File: src/rtl/div_seq_ctrl_if.sv
// Request/response channel between the EX stage (master) and the divide
// sequencing controller (slave).
interface div_seq_ctrl_if #(
  parameter int DW = 32
) ();
  logic          req_valid;
  logic          req_ready;
  logic [1:0]    req_op;
  logic [DW-1:0] req_src1;
  logic [DW-1:0] req_src2;
  logic          resp_valid;
  logic          resp_ready;
  logic [DW-1:0] resp_data;

  modport master (
    output req_valid, req_op, req_src1, req_src2, resp_ready,
    input  req_ready, resp_valid, resp_data
  );

  modport slave (
    input  req_valid, req_op, req_src1, req_src2, resp_ready,
    output req_ready, resp_valid, resp_data
  );
endinterface

File: src/rtl/div_seq_ctrl.sv
// Sequencer between the EX stage and a multi-cycle divider: zero-divisor
// short-circuit, flush abort, timeout guard. Define DIV_RESULT_REUSE_EN to reuse the last divider result.
module div_seq_ctrl #(
  parameter int DW         = 32,
  parameter int MAX_CYCLES = 40
) (
  input  logic          aclk,
  input  logic          aresetn,
  input  logic          flush,
  div_seq_ctrl_if.slave pipe,
  output logic          busy,
  output logic          timeout_err,
  output logic          div_en,
  output logic          div_signed,
  output logic [DW-1:0] div_dividend,
  output logic [DW-1:0] div_divisor,
  input  logic [DW-1:0] div_quotient,
  input  logic [DW-1:0] div_remainder,
  input  logic          div_complete
);

  typedef enum logic [1:0] {
    IDLE = 2'd0,
    BUSY = 2'd1,
    DONE = 2'd2
  } state_t;

  localparam logic [7:0] CntMax = 8'(MAX_CYCLES);

  state_t        state_q, state_d;
  logic          isMod_q, isMod_d;
  logic          signed_q, signed_d;
  logic [DW-1:0] dividend_q, dividend_d;
  logic [DW-1:0] divisor_q, divisor_d;
  logic [DW-1:0] result_q, result_d;
  logic [7:0]    cycleCnt_q, cycleCnt_d;
  logic          timeoutErr_q, timeoutErr_d;

  logic          accept;
  logic          zeroDiv;
  logic [DW-1:0] zeroResult;
  logic          cacheHit;
  logic [DW-1:0] cacheResult;

  assign accept     = pipe.req_valid & (state_q == IDLE) & ~flush;
  assign zeroDiv    = (pipe.req_src2 == '0);
  assign zeroResult = pipe.req_op[0] ? pipe.req_src1 : '1;

`ifdef DIV_RESULT_REUSE_EN
  logic          cacheValid_q, cacheValid_d;
  logic          cacheSigned_q, cacheSigned_d;
  logic [DW-1:0] cacheSrc1_q, cacheSrc1_d;
  logic [DW-1:0] cacheSrc2_q, cacheSrc2_d;
  logic [DW-1:0] cacheQuot_q, cacheQuot_d;
  logic [DW-1:0] cacheRem_q, cacheRem_d;
  logic          divDone;
  logic          divTimeout;

  assign divDone    = (state_q == BUSY) & ~flush & div_complete;
  assign divTimeout = (state_q == BUSY) & ~flush & ~div_complete & (cycleCnt_q >= CntMax);

  // Signedness must match, but DIV/MOD may differ since both results are kept.
  assign cacheHit    = cacheValid_q & (cacheSrc1_q == pipe.req_src1) &
                       (cacheSrc2_q == pipe.req_src2) & (cacheSigned_q == ~pipe.req_op[1]);
  assign cacheResult = pipe.req_op[0] ? cacheRem_q : cacheQuot_q;

  always_comb begin
    cacheValid_d  = cacheValid_q;
    cacheSigned_d = cacheSigned_q;
    cacheSrc1_d   = cacheSrc1_q;
    cacheSrc2_d   = cacheSrc2_q;
    cacheQuot_d   = cacheQuot_q;
    cacheRem_d    = cacheRem_q;
    if ((flush && state_q != IDLE) || divTimeout) begin
      cacheValid_d = 1'b0;
    end else if (divDone) begin
      cacheValid_d  = 1'b1;
      cacheSigned_d = signed_q;
      cacheSrc1_d   = dividend_q;
      cacheSrc2_d   = divisor_q;
      cacheQuot_d   = div_quotient;
      cacheRem_d    = div_remainder;
    end
  end

  always_ff @(posedge aclk or negedge aresetn) begin
    if (!aresetn) begin
      cacheValid_q  <= 1'b0;
      cacheSigned_q <= 1'b0;
      cacheSrc1_q   <= '0;
      cacheSrc2_q   <= '0;
      cacheQuot_q   <= '0;
      cacheRem_q    <= '0;
    end else begin
      cacheValid_q  <= cacheValid_d;
      cacheSigned_q <= cacheSigned_d;
      cacheSrc1_q   <= cacheSrc1_d;
      cacheSrc2_q   <= cacheSrc2_d;
      cacheQuot_q   <= cacheQuot_d;
      cacheRem_q    <= cacheRem_d;
    end
  end
`else
  assign cacheHit    = 1'b0;
  assign cacheResult = '0;
`endif

  // Flush outranks everything; completion outranks the timeout check.
  always_comb begin
    state_d      = state_q;
    isMod_d      = isMod_q;
    signed_d     = signed_q;
    dividend_d   = dividend_q;
    divisor_d    = divisor_q;
    result_d     = result_q;
    cycleCnt_d   = cycleCnt_q;
    timeoutErr_d = timeoutErr_q;
    if (flush) begin
      state_d    = IDLE;
      cycleCnt_d = '0;
    end else begin
      case (state_q)
        IDLE: begin
          if (accept) begin
            isMod_d    = pipe.req_op[0];
            signed_d   = ~pipe.req_op[1];
            dividend_d = pipe.req_src1;
            divisor_d  = pipe.req_src2;
            if (zeroDiv) begin
              state_d  = DONE;
              result_d = zeroResult;
            end else if (cacheHit) begin
              state_d  = DONE;
              result_d = cacheResult;
            end else begin
              state_d    = BUSY;
              cycleCnt_d = 8'd1;
            end
          end
        end
        BUSY: begin
          if (div_complete) begin
            state_d  = DONE;
            result_d = isMod_q ? div_remainder : div_quotient;
          end else if (cycleCnt_q >= CntMax) begin
            state_d      = DONE;
            result_d     = '0;
            timeoutErr_d = 1'b1;
          end else begin
            cycleCnt_d = cycleCnt_q + 8'd1;
          end
        end
        DONE: begin
          if (pipe.resp_ready) begin
            state_d = IDLE;
          end
        end
        default: state_d = IDLE;
      endcase
    end
  end

  always_ff @(posedge aclk or negedge aresetn) begin
    if (!aresetn) begin
      state_q      <= IDLE;
      isMod_q      <= 1'b0;
      signed_q     <= 1'b0;
      dividend_q   <= '0;
      divisor_q    <= '0;
      result_q     <= '0;
      cycleCnt_q   <= '0;
      timeoutErr_q <= 1'b0;
    end else begin
      state_q      <= state_d;
      isMod_q      <= isMod_d;
      signed_q     <= signed_d;
      dividend_q   <= dividend_d;
      divisor_q    <= divisor_d;
      result_q     <= result_d;
      cycleCnt_q   <= cycleCnt_d;
      timeoutErr_q <= timeoutErr_d;
    end
  end

  assign pipe.req_ready  = (state_q == IDLE);
  assign pipe.resp_valid = (state_q == DONE);
  assign pipe.resp_data  = result_q;
  assign busy            = (state_q != IDLE);
  assign div_en          = (state_q == BUSY);
  assign div_signed      = signed_q;
  assign div_dividend    = dividend_q;
  assign div_divisor     = divisor_q;
  assign timeout_err     = timeoutErr_q;

endmodule
File: src/flat_wrapper.sv
// flat-port wrapper written by rule: the top's interface ports become plain ports
module div_seq_ctrl_flat 
#(
  parameter int DW         = 32,
  parameter int MAX_CYCLES = 40
)
  (aclk, aresetn, flush, busy, timeout_err, div_en, div_signed, div_dividend, div_divisor, div_quotient, div_remainder, div_complete, pipe_req_valid, pipe_req_op, pipe_req_src1, pipe_req_src2, pipe_resp_ready, pipe_req_ready, pipe_resp_valid, pipe_resp_data);
  div_seq_ctrl_if #(.DW(DW)) pipe_i ();
  input  logic aclk;
  input  logic aresetn;
  input  logic flush;
  output logic busy;
  output logic timeout_err;
  output logic div_en;
  output logic div_signed;
  output logic [DW-1:0] div_dividend;
  output logic [DW-1:0] div_divisor;
  input  logic [DW-1:0] div_quotient;
  input  logic [DW-1:0] div_remainder;
  input  logic div_complete;
  input wire logic [$bits(pipe_i.req_valid)-1:0] pipe_req_valid;
  input wire logic [$bits(pipe_i.req_op)-1:0] pipe_req_op;
  input wire logic [$bits(pipe_i.req_src1)-1:0] pipe_req_src1;
  input wire logic [$bits(pipe_i.req_src2)-1:0] pipe_req_src2;
  input wire logic [$bits(pipe_i.resp_ready)-1:0] pipe_resp_ready;
  output wire logic [$bits(pipe_i.req_ready)-1:0] pipe_req_ready;
  output wire logic [$bits(pipe_i.resp_valid)-1:0] pipe_resp_valid;
  output wire logic [$bits(pipe_i.resp_data)-1:0] pipe_resp_data;
  assign pipe_i.req_valid = pipe_req_valid;
  assign pipe_i.req_op = pipe_req_op;
  assign pipe_i.req_src1 = pipe_req_src1;
  assign pipe_i.req_src2 = pipe_req_src2;
  assign pipe_i.resp_ready = pipe_resp_ready;
  assign pipe_req_ready = pipe_i.req_ready;
  assign pipe_resp_valid = pipe_i.resp_valid;
  assign pipe_resp_data = pipe_i.resp_data;
  div_seq_ctrl #(.DW(DW), .MAX_CYCLES(MAX_CYCLES)) u_core (.aclk(aclk), .aresetn(aresetn), .flush(flush), .pipe(pipe_i), .busy(busy), .timeout_err(timeout_err), .div_en(div_en), .div_signed(div_signed), .div_dividend(div_dividend), .div_divisor(div_divisor), .div_quotient(div_quotient), .div_remainder(div_remainder), .div_complete(div_complete));
endmodule
File: config.mk
export PLATFORM = sky130hd
export DESIGN_NAME = div_seq_ctrl_flat
export DESIGN_NICKNAME = d
export VERILOG_FILES = /design/src/rtl/div_seq_ctrl_if.sv /design/src/rtl/div_seq_ctrl.sv /design/src/flat_wrapper.sv
export SDC_FILE = /design/constraint.sdc
export NUM_CORES = 1
export LEC_CHECK = 0
export CAP_MARGIN = 0
export CORE_MARGIN = 5
export CORE_UTILIZATION = 47
export CTS_CLUSTER_SIZE = 14
export DETAILED_ROUTE_END_ITERATION = 10
export HOLD_SLACK_MARGIN = 0.1
export PLACE_DENSITY = 0.87
export SETUP_SLACK_MARGIN = 0.15
export SYNTH_ARGS = -nofsm -noshare
export SYNTH_HDL_FRONTEND = slang
export SYNTH_SLANG_ARGS = --single-unit
File: constraint.sdc
create_clock -name aclk -period 4.59 [get_ports aclk]
set_clock_uncertainty 0.2 [all_clocks]
set_input_delay 0.918 -clock aclk [delete_from_list [all_inputs] [get_ports aclk]]
set_output_delay 0.918 -clock aclk [all_outputs]
set_load 0.01 [all_outputs]
==> results.md, run 1 <==
* Share of layout cells above drive strength 1 at 0.0768
* Maximum net fanout on the critical path at 31
* Root Buffer: clkbuf_16
* Starting Density at 0.480
* Area growth syn-to-layout at 48.5%
* Slew Viols, Final at 0
* GRT Overall Usage at 0.261
* # hold bufs at CTS at 0
* Worst setup EP type: flip-flop
* Final setup fails at 0
* Syn avg cell area at 7.96 um2
* Worst hold slack at around 0.27 ns
* Xor/xnor cell area share of the yosys netlist at 0
* Logic pwr share at 0.297
* Hold_sp: u_core.div_divisor[30]
* Gpl congestion at between 0.8 and 0.9
* Residual DRC at 0
* Tmin final at 3.28 ns
* Longest Clk Path Bufs at 2
* Worst setup SP type: input port
* WL final at 19400 um
* Die area at 0.0146 mm2
* Syn Nets at between 800 and 900
* Sequential cell area fraction in the yosys report at 0.473
* PostCTS Resize Cnt at 0
* Nets at approximately 1.1k
* Worst r2r src: u_core.state_q[1]
* Vias in the first global route at roughly 6k
* Num CTS Buffers at 9
* Final ANT Viol Nets at 0
* DR WL/cell at about 18 um
* Largest family of logic cells by synthesized area: simple AND/OR/NAND/NOR gates
* Largest net degree at the start of global routing at 63
* Finished Layout Cells at between 1k and 1.5k
* Final worst slack at between 1 and 1.5 ns
* Clock transition at path regs at about 0.070 ns
* Post-CTS setup buffer count at 0
* Routed via count at between 6k and 7k
* Worst EP arrival at approximately 3.3 ns
* CTS tree: built
* Max-Cap Viols at 0
* Synth Warn # at 0
* Pwr dens at between 300 and 400 mW/mm2
* Sink Count at between 100 and 150
* Fillers at 917
* Max_slew headroom at 0.354
* Core area at 0.0120 mm2
* Worst Tran Pin Value at between 0.9 and 1 ns
* FP Rows at 40
* DP Cell Count at 1069
* Final Cycle Share at 0.715
* Simple-gate area share of the yosys netlist at 0.214
* Synthesized cell area at slightly below 0.006 mm2
* Mux cell area share after synthesis at 0.0625
* Worst vdd ir at 0.229 mV
* Flop pwr share at 0.410
* Pleak at between 3 and 4 nW
* Setup TNS Final at 0 ns
* DPL Wire Length at 14100 um
* H-tree depth at 3
* PortBufs at around 240
* Routed vias/inst at roughly 5.5
* Compound-gate portion of the synthesized area at 0.185
* Power share of the clock group at 0.292
* Worst skew pair latency at around 0.34 ns
* Worst EP required at 4.63 ns
* Switching part of the total power at 0.298
* GRT Residual Overflow at 0
* DR iter-0 viols at roughly 530
* Pre-CTS setup slack at roughly 0.97 ns
* #FFs+latches synth at around 110
* P_int at 1.97 mW
* Syn Inst Count at ~720
* Chip Width at 121 um
* RSZ-0062 raised after global routing: false
* Outcome: finished clean
* Fmax achieved at between 300 and 400 MHz
* Pre-antenna DRT Iters at 5
* Psw at around 840 uW
* Crit path kind: in2reg
* Worst min path class: reg2reg
* I/O pins at around 240
* Yosys cell types at 30
* First-pass GRT wire length at approximately 30000 um
* Antenna Cells at 0
* Initial antenna violation count at 0
* Post-synthesis adder-cell area fraction at 0.00434
* Final hold violations at 0
* Die height at roughly 120 um
* Critical Path Source: pipe_req_src2[9]
[worst paths after layout]
kind	to	cells past startpoint	slack (ns)
min reg2reg	u_core.div_divisor[30]	2	0.27
min in group asynchronous	u_core.div_dividend[1]	1	0.47
max in group asynchronous	u_core.div_dividend[30]	2	2.76
max reg2reg	u_core.div_signed	4	2.14
max	u_core.pipe.resp_data[7]	6	1.31
min	u_core.div_divisor[30]	2	0.27
[sequential cells by signal (all words and copies together), names as in the netlist]
register	cells
u_core.div_divisor	32
u_core.div_signed	1
u_core.div_dividend	32
u_core.isMod_q	1
u_core.timeout_err	1
u_core.state_q	2
u_core.pipe.resp_data	32
u_core.cycleCnt_q	8
[power by group through the flow]
| stage | Combinational, mW | Sequential [mW] | Clock (mW) |
|---|---|---|---|
| finish | 0.834 | 1.15 | 0.819 |
| global route | 0.907 | 1.17 | 0.875 |
| CTS | 0.841 | 1.15 | 0.835 |
| detailed placement | 0.838 | 1.16 | 0 |
| global placement | 0.819 | 1.16 | 0 |
| floorplan | 0.299 | 1.21 | 0 |
[metrics by stage]
stage / power, mW / utilization / instance area [um2]
2_1_floorplan: 1.51 / - / 5760
3_3_place_gp: 1.98 / 0.686 / 8240
3_5_place_dp: 2.00 / 0.686 / 8240
4_1_cts: 2.83 / 0.713 / 8560
5_1_grt: 2.95 / 0.713 / 8560
6_report: 2.80 / 0.713 / 8560
[kinds of logic (layout without fill, tap and decap cells)]
family,after synthesis,after routing
adders and majority gates,2,2
muxes,32,32
AOI/OAI and AO/OA,183,183
DFF,109,109
buffers and inverters,92,306
and+or+nand+nor,306,306
[area by class of cell]
cell class,count,area [um2],share of cell area
timing repair buffer,251,2470,0.289
inverter,39,146,0.0171
clock inverter,6,77.6,0.00906
multi-input combinational,523,2710,0.317
tap,147,184,0.0215
sequential,109,2730,0.319
clock buffer,10,239,0.0279
[placed cells by master (no fill, tap or decap), types with 2 or more instances in the layout]
cell             count
nand2_1            261
clkdlybuf4s50_1    236
dfrtp_1            109
a21oi_1             66
o21ai_0             40
inv_1               39
a31oi_1             35
mux2_2              32
o31ai_1             31
buf_4               15
nor4_1               9
clkbuf_16            9
nor3_1               6
nand3_1              6
nor2_1               5
nor2b_1              4
nand2b_1             3
or2_2                3
a211oi_1             3
or3_1                2
and2_1               2
ha_1                 2
inv_8                2
[Yosys cell counts]
cell type  instances  area [um2]
o311ai_0           1        8.76
buf_1              3        11.3
nor2b_1            4        25.0
dfrtp_1          109        2730
o31ai_1           31         233
and2_1             2        12.5
buf_2              8        40.0
nand3_1            6        30.0
a21oi_1           67         335
clkbuf_1          42         158
a21boi_0           1        7.51
nor4_1             9        56.3
ha_1               2        25.0
o311a_1            1        10.0
a211oi_1           3        22.5
nor3b_1            1        7.51
o21ai_1            2        10.0
nor2_1             7        26.3
nand2b_1           4        25.0
nor3_1             6        30.0
a31oi_1           35         219
o21ai_0           40         200
nand2_1          261         980
inv_1             39         146
mux2_2            32         360
or2_2              3        18.8
or3_1              2        12.5
o21a_1             1        7.51
a32o_1             1        10.0
or4_1              1        7.51
[layer usage]
metal	up-vias	wire, um	GRT usage
li1	2853	-	-
met1	2853	7850	0.334
met2	269	9330	0.434
met3	41	1710	0.0650
met4	0	472	0.0871
met5	-	0	0
[worst max-delay path, stage by stage]
cell and delay, ns:
clkdlybuf4s50_1 0.43, nor4_1 0.34, nand2_1 0.13, nor4_1 0.69
a21oi_4 0.42, o31ai_1 0.37
No activity file was read; power rests on OpenSTA's default activity.
==> run 2: changes to the inputs <==
- CORE_UTILIZATION: 47 -> 39
- PLACE_DENSITY: 0.87 -> 0.77
- clock period: 4.59 -> 2.7 ns (I/O delays scaled with it)
==> run 2 against run 1 <==
Die area rose by 19%. Non-clock buffer count increased by 27. Via count decreased by 1.0%. Wire length up 2.3%. Register-to-register slack lost 1.6 ns. Combinational power increased by 77%. Final cell count increased by 5.9%. Total power up 65%. Core utilization fell by 9.6 points. Sequential cell count unchanged. Global-route usage down 4.5 points. Sequential power rose by 70%. Critical path type unchanged. Largest power group unchanged.
==> results.md, run 2 (synthesis gave the netlist of run 1 again) <==
* Crit-path cells: clkdlybuf4s50_1 -> nor4_2 -> nand2_1 -> or4_4 -> buf_6 -> a31oi_1 -> o31ai_2
* Vias in the first global route at 5667 (-5.8%)
* Sink Count at 109 (unchanged)
* Clock transition at path regs at 0.07 ns (about the same)
* Pleak at 4.02 nW (+4.2%)
* H-tree depth at 3 (unchanged)
* Worst setup SP type: input port
* Routed via count at 5954 (-1.0%)
* Longest Clk Path Bufs at 2 (unchanged)
* GRT Residual Overflow at 0 (unchanged)
* Root Buffer: clkbuf_16
* Leading cell types in the layout, fill and taps excluded: nand2_1, clkdlybuf4s50_1, dfrtp_1, a21oi_1, o21ai_0
* First-pass GRT wire length at 30600 um (+0.45%)
* Power share of the clock group at 0.259 (-0.033)
* Tmin final at ~2.5 ns
* Worst min path class: reg2reg
* Crit-path slowest cell: or4_4
* Psw at 1.39 mW (+67%)
* Flop pwr share at 0.422 (+0.012)
* Logic pwr share at 0.320 (+0.023)
* Nets at 1099 (+2.6%)
* Routed vias/inst at 5.18 (-6.5%)
* Design Area, Final at 0.00896 mm2 (+4.7%)
* Crit path kind: in2reg
* Residual DRC at 0 (unchanged)
* DPL Wire Length at 14200 um (+0.61%)
* R2R cell count at 5 (+1)
* Initial antenna violation count at 1 (+1)
* Cell count along the critical path at 7 (+1)
* Area growth syn-to-layout at 55.5%
* Post-Place Cell Area at 0.00855 mm2 (+3.7%)
* CTS tree: built
* Die height at 132 um (+9.0%)
* WL final at 19800 um (+2.3%)
* Final setup fails at 0 (unchanged)
* Max_slew headroom at 0.533 (+0.179)
* RSZ-0062 raised after global routing: true
* Final Cycle Share at 0.926
* Share of layout cells above drive strength 1 at 0.120 (+0.0436)
* Worst r2r src: u_core.state_q[0]
* Slew Viols, Final at 0 (unchanged)
* Critical Path Source: pipe_req_src2[2]
* Worst hold slack at 0.273 ns (+0.000684 ns)
* Starting Density at 0.397 (-0.0833)
* Pre-antenna DRT Iters at 5 (unchanged)
* Outcome: finished clean
* Core area at 0.0145 mm2 (+21%)
* Crit path buf inv count at 2 (+1)
* Chip Width at 132 um (+9.0%)
* Crit-path max cell delay at 0.58 ns (-0.11 ns)
* Worst EP arrival at 2.51 ns (-0.81 ns)
* Max-Cap Viols at 0 (unchanged)
* Largest net degree at the start of global routing at 110 (+75%)
* Die area at 0.0173 mm2 (+19%)
* R2R setup slack at 0.52 ns (-1.62 ns)
* Tot Pwr at 4.63 mW (+65%)
* Worst Tran Pin Value at 0.699 ns (-0.268 ns)
* GRT Overall Usage at 0.216 (-0.0453)
* Fin util at 0.617 (-0.0960)
* P_int at 3.23 mW (+64%)
* Switching part of the total power at 0.301 (+0.00264)
* PortBufs at 237 (unchanged)
* Pwr dens at 516 mW/mm2 (+58%)
* I/O pins at 238 (unchanged)
* DR WL/cell at 17.2 um (-3.4%)
* FP Rows at 44 (+10%)
* Worst skew pair latency at 0.35 ns (about the same)
* Worst vdd ir at 0.309 mV (+35%)
* Final ANT Viol Nets at 0 (unchanged)
* Delay-heaviest family, CP: simple AND/OR/NAND/NOR gates
* Crit path to: u_core.pipe.resp_data[0]
* RR Endpoint: u_core.pipe.resp_data[16]
* Final hold violations at 0 (unchanged)
* Num CTS Buffers at 9 (unchanged)
* Worst EP required at 2.71 ns (-1.92 ns)
* DR iter-0 viols at 398 (-25%)
* Worst setup EP type: flip-flop
* Maximum net fanout on the critical path at 25 (-19%)
* Commonest non-fill, non-tap cell in the layout: nand2_1
* Gpl congestion at 0.795 (-7.3%)
* Fmax achieved at 400 MHz
## run 2: worst min path at each step
stage                                      start                endpoint  slack, ns  cells after the start
after CTS                 u_core.div_divisor[23]  u_core.div_divisor[23]       0.28                      2
after global placement        u_core.timeout_err      u_core.timeout_err       0.25                      1
after global routing          u_core.timeout_err      u_core.timeout_err       0.29                      1
final                     u_core.div_divisor[23]  u_core.div_divisor[23]       0.27                      2
after floorplan                          aresetn    u_core.cycleCnt_q[0]       0.04                      0
after detailed placement      u_core.timeout_err      u_core.timeout_err       0.26                      1
## run 2: stage by stage
stage	instances	setup WS, ns	setup TNS [ns]
after floorplan	724	0.437	0
after global placement	1131	-0.170	-5.35
after detailed placement	1131	-0.213	-5.72
after CTS	1146	0.164	0
after global routing	1149	0.0920	0
final	1149	0.199	0
## run 2: area by class of cell
class	count	area (um2)
Clock buffer	11	233
Timing Repair Buffer	278	2770
Multi-Input combinational cell	524	2840
Fill cell	1283	5570
Clock inverter	3	15.0
Antenna cell	1	2.50
Inverter	39	146
Sequential cell	109	2730
Tap cell	184	230
## run 2: power by group through the flow
stage	sequential [mW]	clock, mW	combinational (mW)
2_1_floorplan	2.06	0	0.509
3_3_place_gp	1.97	0	1.45
3_5_place_dp	1.97	0	1.47
4_1_cts	1.95	1.21	1.48
5_1_grt	1.98	1.29	1.61
6_report	1.95	1.20	1.48
## run 2: timing repair
item / CTS / global route
setup buffers: 0 / 1
gates cloned: 0 / 1
hold buffers: 1 / 0
endpoints found under the hold margin: 8 / 0
gates resized for setup: 1 / 25
pin swaps: 0 / 9
setup endpoints to repair: 1 / 37
## run 2: worst min-delay path, delay by kind of cell, from the launching register on
| kind | cells | cell delay [ns] |
|---|---|---|
| DFF | 1 | 0.34 |
| and+or+nand+nor | 2 | 0.11 |
## run 2: routing by layer
metal / share of wire / global-route usage / vias up
li1: - / - / 2909
met4: 0.018 / 0.0680 / 0
met2: 0.47 / 0.337 / 203
met1: 0.43 / 0.293 / 2820
met5: 0 / 0 / -
met3: 0.080 / 0.0589 / 22
